`config.mk`:
```
export PLATFORM = sky130hd
export DESIGN_NAME = hazard_ctrl
export DESIGN_NICKNAME = d
export VERILOG_FILES = /design/src/rtl/hazard_ctrl_pkg.sv /design/src/rtl/hazard_ctrl_sat_counter.sv /design/src/rtl/hazard_ctrl.sv
export SDC_FILE = /design/constraint.sdc
export NUM_CORES = 1
export LEC_CHECK = 0
export CAP_MARGIN = 20
export CORE_UTILIZATION = 45
export CTS_BUF_LIST = sky130_fd_sc_hd__clkbuf_8
export DETAILED_ROUTE_END_ITERATION = 12
export PLACE_DENSITY = 0.84
export SYNTH_ARGS = -nofsm -noshare
export SYNTH_HDL_FRONTEND = slang
export SYNTH_SLANG_ARGS = --single-unit
export TNS_END_PERCENT = 10
```
`constraint.sdc`:
```
create_clock -name clk -period 2.49 [get_ports clk]
set_clock_uncertainty 0.05 [all_clocks]
set_input_delay 0.6225 -clock clk [delete_from_list [all_inputs] [get_ports clk]]
set_output_delay 0.6225 -clock clk [all_outputs]
set_load 0.005 [all_outputs]
```
`src/rtl/hazard_ctrl_pkg.sv`:
```
// Shared encodings for the pipeline hazard controller: forwarding selects,
// stall FSM states and the forwarding-select helper.
package hazard_ctrl_pkg;

    localparam logic [1:0] FWD_REG = 2'b00;
    localparam logic [1:0] FWD_WB  = 2'b01;
    localparam logic [1:0] FWD_MEM = 2'b10;

    typedef enum logic {
        RUN  = 1'b0,
        MISS = 1'b1
    } state_t;

    // MEM wins over WB because it holds the younger result; x0 never forwards.
    function automatic logic [1:0] fwd_select(
        input logic       we_mem,
        input logic [4:0] dest_mem,
        input logic       we_wb,
        input logic [4:0] dest_wb,
        input logic [4:0] src
    );
        if (we_mem && (dest_mem != 5'd0) && (dest_mem == src))
            return FWD_MEM;
        else if (we_wb && (dest_wb != 5'd0) && (dest_wb == src))
            return FWD_WB;
        else
            return FWD_REG;
    endfunction

endpackage

```
`src/rtl/hazard_ctrl_sat_counter.sv`:
```
// Saturating event counter: counts up on inc, sticks at all-ones.
module sat_counter #(
    parameter int W = 32
) (
    input  logic         clk,
    input  logic         rst,
    input  logic         inc,
    output logic [W-1:0] cnt
);

    always_ff @(posedge clk) begin
        if (rst)
            cnt <= '0;
        else if (inc && (cnt != {W{1'b1}}))
            cnt <= cnt + 1'b1;
    end

endmodule

```
`src/rtl/hazard_ctrl.sv`:
```
// Pipeline hazard controller: bubble/flush generation, EX forwarding selects,
// data-cache stall FSM and saturating performance counters.
module hazard_ctrl
    import hazard_ctrl_pkg::*;
#(
    parameter int CNT_W = 32
) (
    input  logic             clk,
    input  logic             rst,
    input  logic [4:0]       reg1_src_ID,
    input  logic [4:0]       reg2_src_ID,
    input  logic [4:0]       reg1_src_EX,
    input  logic [4:0]       reg2_src_EX,
    input  logic [4:0]       reg_dest_EX,
    input  logic [4:0]       reg_dest_MEM,
    input  logic [4:0]       reg_dest_WB,
    input  logic             reg_write_en_MEM,
    input  logic             reg_write_en_WB,
    input  logic             load_EX,
    input  logic             br_taken_EX,
    input  logic             jalr_EX,
    input  logic             jal_ID,
    input  logic             dcache_miss,
    output logic             bubbleF,
    output logic             bubbleD,
    output logic             bubbleE,
    output logic             bubbleM,
    output logic             bubbleW,
    output logic             flushF,
    output logic             flushD,
    output logic             flushE,
    output logic             flushM,
    output logic             flushW,
    output logic [1:0]       op1_sel,
    output logic [1:0]       op2_sel,
    output logic [CNT_W-1:0] load_use_cnt,
    output logic [CNT_W-1:0] miss_evt_cnt,
    output logic [CNT_W-1:0] miss_cyc_cnt,
    output logic [CNT_W-1:0] redirect_cnt,
    output logic             state_dbg
);

    state_t state, state_nxt;
    logic   load_use_hit;
    logic   redirect_act;
    logic   load_use_act;
    logic   miss_start;

    assign load_use_hit = load_EX && (reg_dest_EX != 5'd0) &&
                          ((reg_dest_EX == reg1_src_ID) || (reg_dest_EX == reg2_src_ID));

    // Exclusive priority chain: reset, miss, redirect, jal, load-use.
    assign redirect_act = !rst && !dcache_miss && (br_taken_EX || jalr_EX);
    assign load_use_act = !rst && !dcache_miss && !br_taken_EX && !jalr_EX &&
                          !jal_ID && load_use_hit;
    assign miss_start   = !rst && (state == RUN) && dcache_miss;
    assign state_dbg    = state;

    always_ff @(posedge clk) begin
        if (rst)
            state <= RUN;
        else
            state <= state_nxt;
    end

    always_comb begin
        state_nxt = state;
        case (state)
            RUN:     if (dcache_miss)  state_nxt = MISS;
            MISS:    if (!dcache_miss) state_nxt = RUN;
            default: state_nxt = RUN;
        endcase
    end

    always_comb begin
        bubbleF = 1'b0;
        bubbleD = 1'b0;
        bubbleE = 1'b0;
        bubbleM = 1'b0;
        bubbleW = 1'b0;
        flushF  = 1'b0;
        flushD  = 1'b0;
        flushE  = 1'b0;
        flushM  = 1'b0;
        flushW  = 1'b0;
        op1_sel = FWD_REG;
        op2_sel = FWD_REG;
        if (rst) begin
            flushF = 1'b1;
            flushD = 1'b1;
            flushE = 1'b1;
            flushM = 1'b1;
            flushW = 1'b1;
        end else begin
            op1_sel = fwd_select(reg_write_en_MEM, reg_dest_MEM,
                                 reg_write_en_WB, reg_dest_WB, reg1_src_EX);
            op2_sel = fwd_select(reg_write_en_MEM, reg_dest_MEM,
                                 reg_write_en_WB, reg_dest_WB, reg2_src_EX);
            if (dcache_miss) begin
                bubbleF = 1'b1;
                bubbleD = 1'b1;
                bubbleE = 1'b1;
                bubbleM = 1'b1;
                bubbleW = 1'b1;
            end else if (br_taken_EX || jalr_EX) begin
                flushD = 1'b1;
                flushE = 1'b1;
            end else if (jal_ID) begin
                flushD = 1'b1;
            end else if (load_use_hit) begin
                bubbleF = 1'b1;
                bubbleD = 1'b1;
                flushE  = 1'b1;
            end
        end
    end

    sat_counter #(.W(CNT_W)) u_load_use_cnt (
        .clk(clk), .rst(rst), .inc(load_use_act), .cnt(load_use_cnt)
    );

    sat_counter #(.W(CNT_W)) u_miss_evt_cnt (
        .clk(clk), .rst(rst), .inc(miss_start), .cnt(miss_evt_cnt)
    );

    sat_counter #(.W(CNT_W)) u_miss_cyc_cnt (
        .clk(clk), .rst(rst), .inc(dcache_miss), .cnt(miss_cyc_cnt)
    );

    sat_counter #(.W(CNT_W)) u_redirect_cnt (
        .clk(clk), .rst(rst), .inc(redirect_act), .cnt(redirect_cnt)
    );

endmodule

```
==> reports/qor.yml <==
die:
  dieArea_mm2: 0.0151
  die_y_um: 123
  rows: 43
  core_area_mm2: 0.0141
  ios: 187
  die_w_um: 123
  start_util_pct: 46.7
drt:
  vias_per_cell: 5.52
  wire_per_inst_um: 15.1
  vias: 6942
  route.detailed.drc: 0
  drtPass1Iterations: 5
  routed_wl_mm: 19.0
  drt-initial-drc-count: 445
  postRouteAntennaNets: 0
worst_setup_path:
  critPathMaxStageDelay_ns: 0.56
  worstPathRequired_ns: 1.82
  crit_path_end: "op2_sel[0]"
  path_class: "in2out"
  critPathSlowestCell: "or4_4"
  crit_top_cell: "buf_6"
  worstPathCellList: "buf_6, buf_6, xor2_1, or4_4, nor4_4, buf_2"
  cp.arrival_ns: 2.00
  critPathLaunchType: "primary input"
  r2r_start: "u_load_use_cnt.cnt[4]$_SDFFE_PP0P_"
  worst-r2r-setup-slack_ns: 0.08
  worst-path-max-fanout: 2
  r2r-end: "u_load_use_cnt.cnt[1]$_SDFFE_PP0P_"
  cp-end-kind: "output port"
  r2r_cells: 7
  crit_start: "reg_dest_WB[3]"
yosys:
  synth_edf_count: 0
  syn_avg_cell_area_um2: 8.32
  synth-async-reset-ratio_pct: 0
  netlist_area_mm2: 0.00659
  synth_seq_area_share_pct: 39.2
  synth-seq-cells: 129
  ys_types: 51
  netlist_instances: 792
  synth_flop_cell: "dfxtp_1"
  yosysWarnings: 0
  synth_nets: 840
final_layout:
  multiInputGateArea_mm2: 0.00400
  fill_cells: 1118
  antennaDiodeCount: 0
  syn2layout_area_growth_pct: 48.4
  register_area_mm2: 0.00258
  nets: 1113
  drive_above_1_share_pct: 18.4
sta:
  finalHoldViolations: 0
  period_share_pct: 108
  drv_slew: 0
  max_clock_freq_mhz: 374
  worst_pin_slew_ns: 0.695
  post-route-min-period_ns: 2.68
  layout_setup_ws_ns: -0.187
  finalSetupTns_ns: -0.877
  grt_setup_unrepaired: "yes"
  finalSetupViolCount: 17
  worst_slew_margin_rel_pct: 53.6
clock_network:
  tritoncts: "done"
  cts_hold_buf: 0
  ctsHtreeMaxLevel: 4
  cts.sinks: 129
  insertion_delay_ns: 0.44
  clkSlewWorstSetupHoldPaths_ns: 0.07
  clockBufferDepth: 2
  clk_root_buffer_cell: "clkbuf_8"
  cts_inserted_buffers: 17
grt:
  grt_max_degree: 66
  grt_usage_pct: 25.1
  grt_pass1_wl_mm: 30.2
  overflow: 0
  antenna_found_initial: 0
  grt_pass1_vias: 6489
run_status:
  violations: "setup timing"
  run_status: "complete, but fails checks"
hold_path:
  hp-class: "reg2reg"
  hp-start: "u_load_use_cnt.cnt[12]$_SDFFE_PP0P_"
place:
  io_buffers: 186
  gp_congestion: 0.829
  pre_cts_ws_ns: -0.925
  hpwl_mm: 13.1
power_and_ir_drop:
  powerDensity_mw_per_mm2: 421
  leakagePower_uw: 0.00348
  irDropWorstVdd_uv: 321
run:
  maxCapViolCount: 0
-- per-stage QoR --
step	instances	total power, µW	hold WS [ns]	util [%]	area, µm²
5_1_grt	1257	4270	0.467	69.3	9770
3_5_place_dp	1205	2450	0.441	64.6	9100
4_1_cts	1257	4120	0.452	68.6	9670
2_1_floorplan	792	2250	0.427	-	6590
3_3_place_gp	1205	2440	0.427	64.6	9100
6_report	1257	4110	0.447	69.3	9770
-- registers in the layout (all words and copies together) (netlist names) --
name,count
u_load_use_cnt.cnt,32
u_redirect_cnt.cnt,32
state_dbg,1
u_miss_evt_cnt.cnt,32
u_miss_cyc_cnt.cnt,32
-- cell usage after synthesis (6+ instances only) --
cell type / instances / area share (%)
and4_1: 15 / 2.0
dfxtp_1: 129 / 39
nand4_1: 43 / 4.1
nand3_1: 55 / 4.2
nor3_1: 21 / 1.6
a21oi_1: 38 / 2.9
a31oi_1: 7 / 0.66
xor2_1: 69 / 9.2
nor2b_1: 6 / 0.57
or3_1: 31 / 2.9
nor4_1: 12 / 1.1
inv_1: 14 / 0.80
buf_4: 9 / 1.0
o21ai_0: 28 / 2.1
nand2_1: 53 / 3.0
or4_1: 15 / 1.7
and3_1: 15 / 1.4
xnor2_1: 46 / 6.1
and2_1: 7 / 0.66
o31ai_1: 11 / 1.3
clkbuf_1: 17 / 0.97
nor2_1: 109 / 6.2
-- worst min-delay path by stage --
stage	end	depth (start not counted)
3_3_place_gp	u_load_use_cnt.cnt[12]$_SDFFE_PP0P_	2
4_1_cts	u_load_use_cnt.cnt[12]$_SDFFE_PP0P_	2
2_1_floorplan	u_load_use_cnt.cnt[12]$_SDFFE_PP0P_	2
3_5_place_dp	u_load_use_cnt.cnt[12]$_SDFFE_PP0P_	2
5_1_grt	u_load_use_cnt.cnt[12]$_SDFFE_PP0P_	2
6_report	u_load_use_cnt.cnt[12]$_SDFFE_PP0P_	2
-- worst max-delay path: cells and delay by family --
family,cells,cell delay [ns]
XOR/XNOR,1,0.16
AND/OR/NAND/NOR,2,0.86
buffers and inverters,3,0.36
-- final cells by class --
class / count / share of cell area [%]
Multi-Input combinational cell: 621 / 41.0
Tap cell: 180 / 2.30
Clock inverter: 7 / 0.346
Inverter: 14 / 0.538
Sequential cell: 129 / 26.4
Timing Repair Buffer: 282 / 26.1
Clock buffer: 24 / 3.38
-- routing by layer --
metal | up-vias | global-route usage (%) | wire length [µm]
met5 | - | 0 | 0
met4 | 0 | 10.9 | 483
met3 | 50 | 6.96 | 1150
met2 | 217 | 42.8 | 9370
met1 | 3299 | 29.5 | 8010
li1 | 3376 | - | -
-- report_power, final --
| part | total (µW) | leakage (µW) | switching [µW] | internal (µW) |
|---|---|---|---|---|
| combinational | 395 | 0.00224 | 183 | 212 |
| clock | 1640 | 0.000200 | 784 | 854 |
| sequential | 2080 | 0.00104 | 9.07 | 2070 |
-- kinds of logic after synthesis --
| group | after synthesis | share of synthesized area (%) |
|---|---|---|
| flip-flops | 129 | 39.2 |
| multiplexers | 4 | 0.627 |
| AO/OA/AOI/OAI | 98 | 8.83 |
| adder cells (fa/ha/maj) | 4 | 0.760 |
| buffers and inverters | 42 | 3.02 |
| XOR/XNOR | 115 | 15.3 |
| AND/OR/NAND/NOR | 400 | 32.3 |
-- what timing repair did --
action,CTS,global route
resized for setup,153,24
pin swaps,27,13
setup buffers,22,0
endpoints found under the setup margin,38,28
-- layout by cell type (no fill, tap or decap), types with 7 or more instances in the layout --
cell             instances
dfxtp_1                129
nor3_1                  17
and2_1                   7
clkdlybuf4s50_1        138
buf_4                   88
o21ai_0                 25
and4_1                  14
nand4_1                 43
nor2_1                 105
inv_1                   17
xnor2_1                 42
and3_1                  15
a31oi_1                  7
or4_1                   10
nand2_1                 52
clkdlybuf4s15_1          8
xor2_1                  69
nand3_1                 54
clkbuf_8                24
nor4_1                   9
buf_2                   16
o31ai_1                 11
dlygate4sd2_1           13
buf_6                   12
or3_1                   30
a21oi_1                 35
Power figures use the tool's default switching activity.
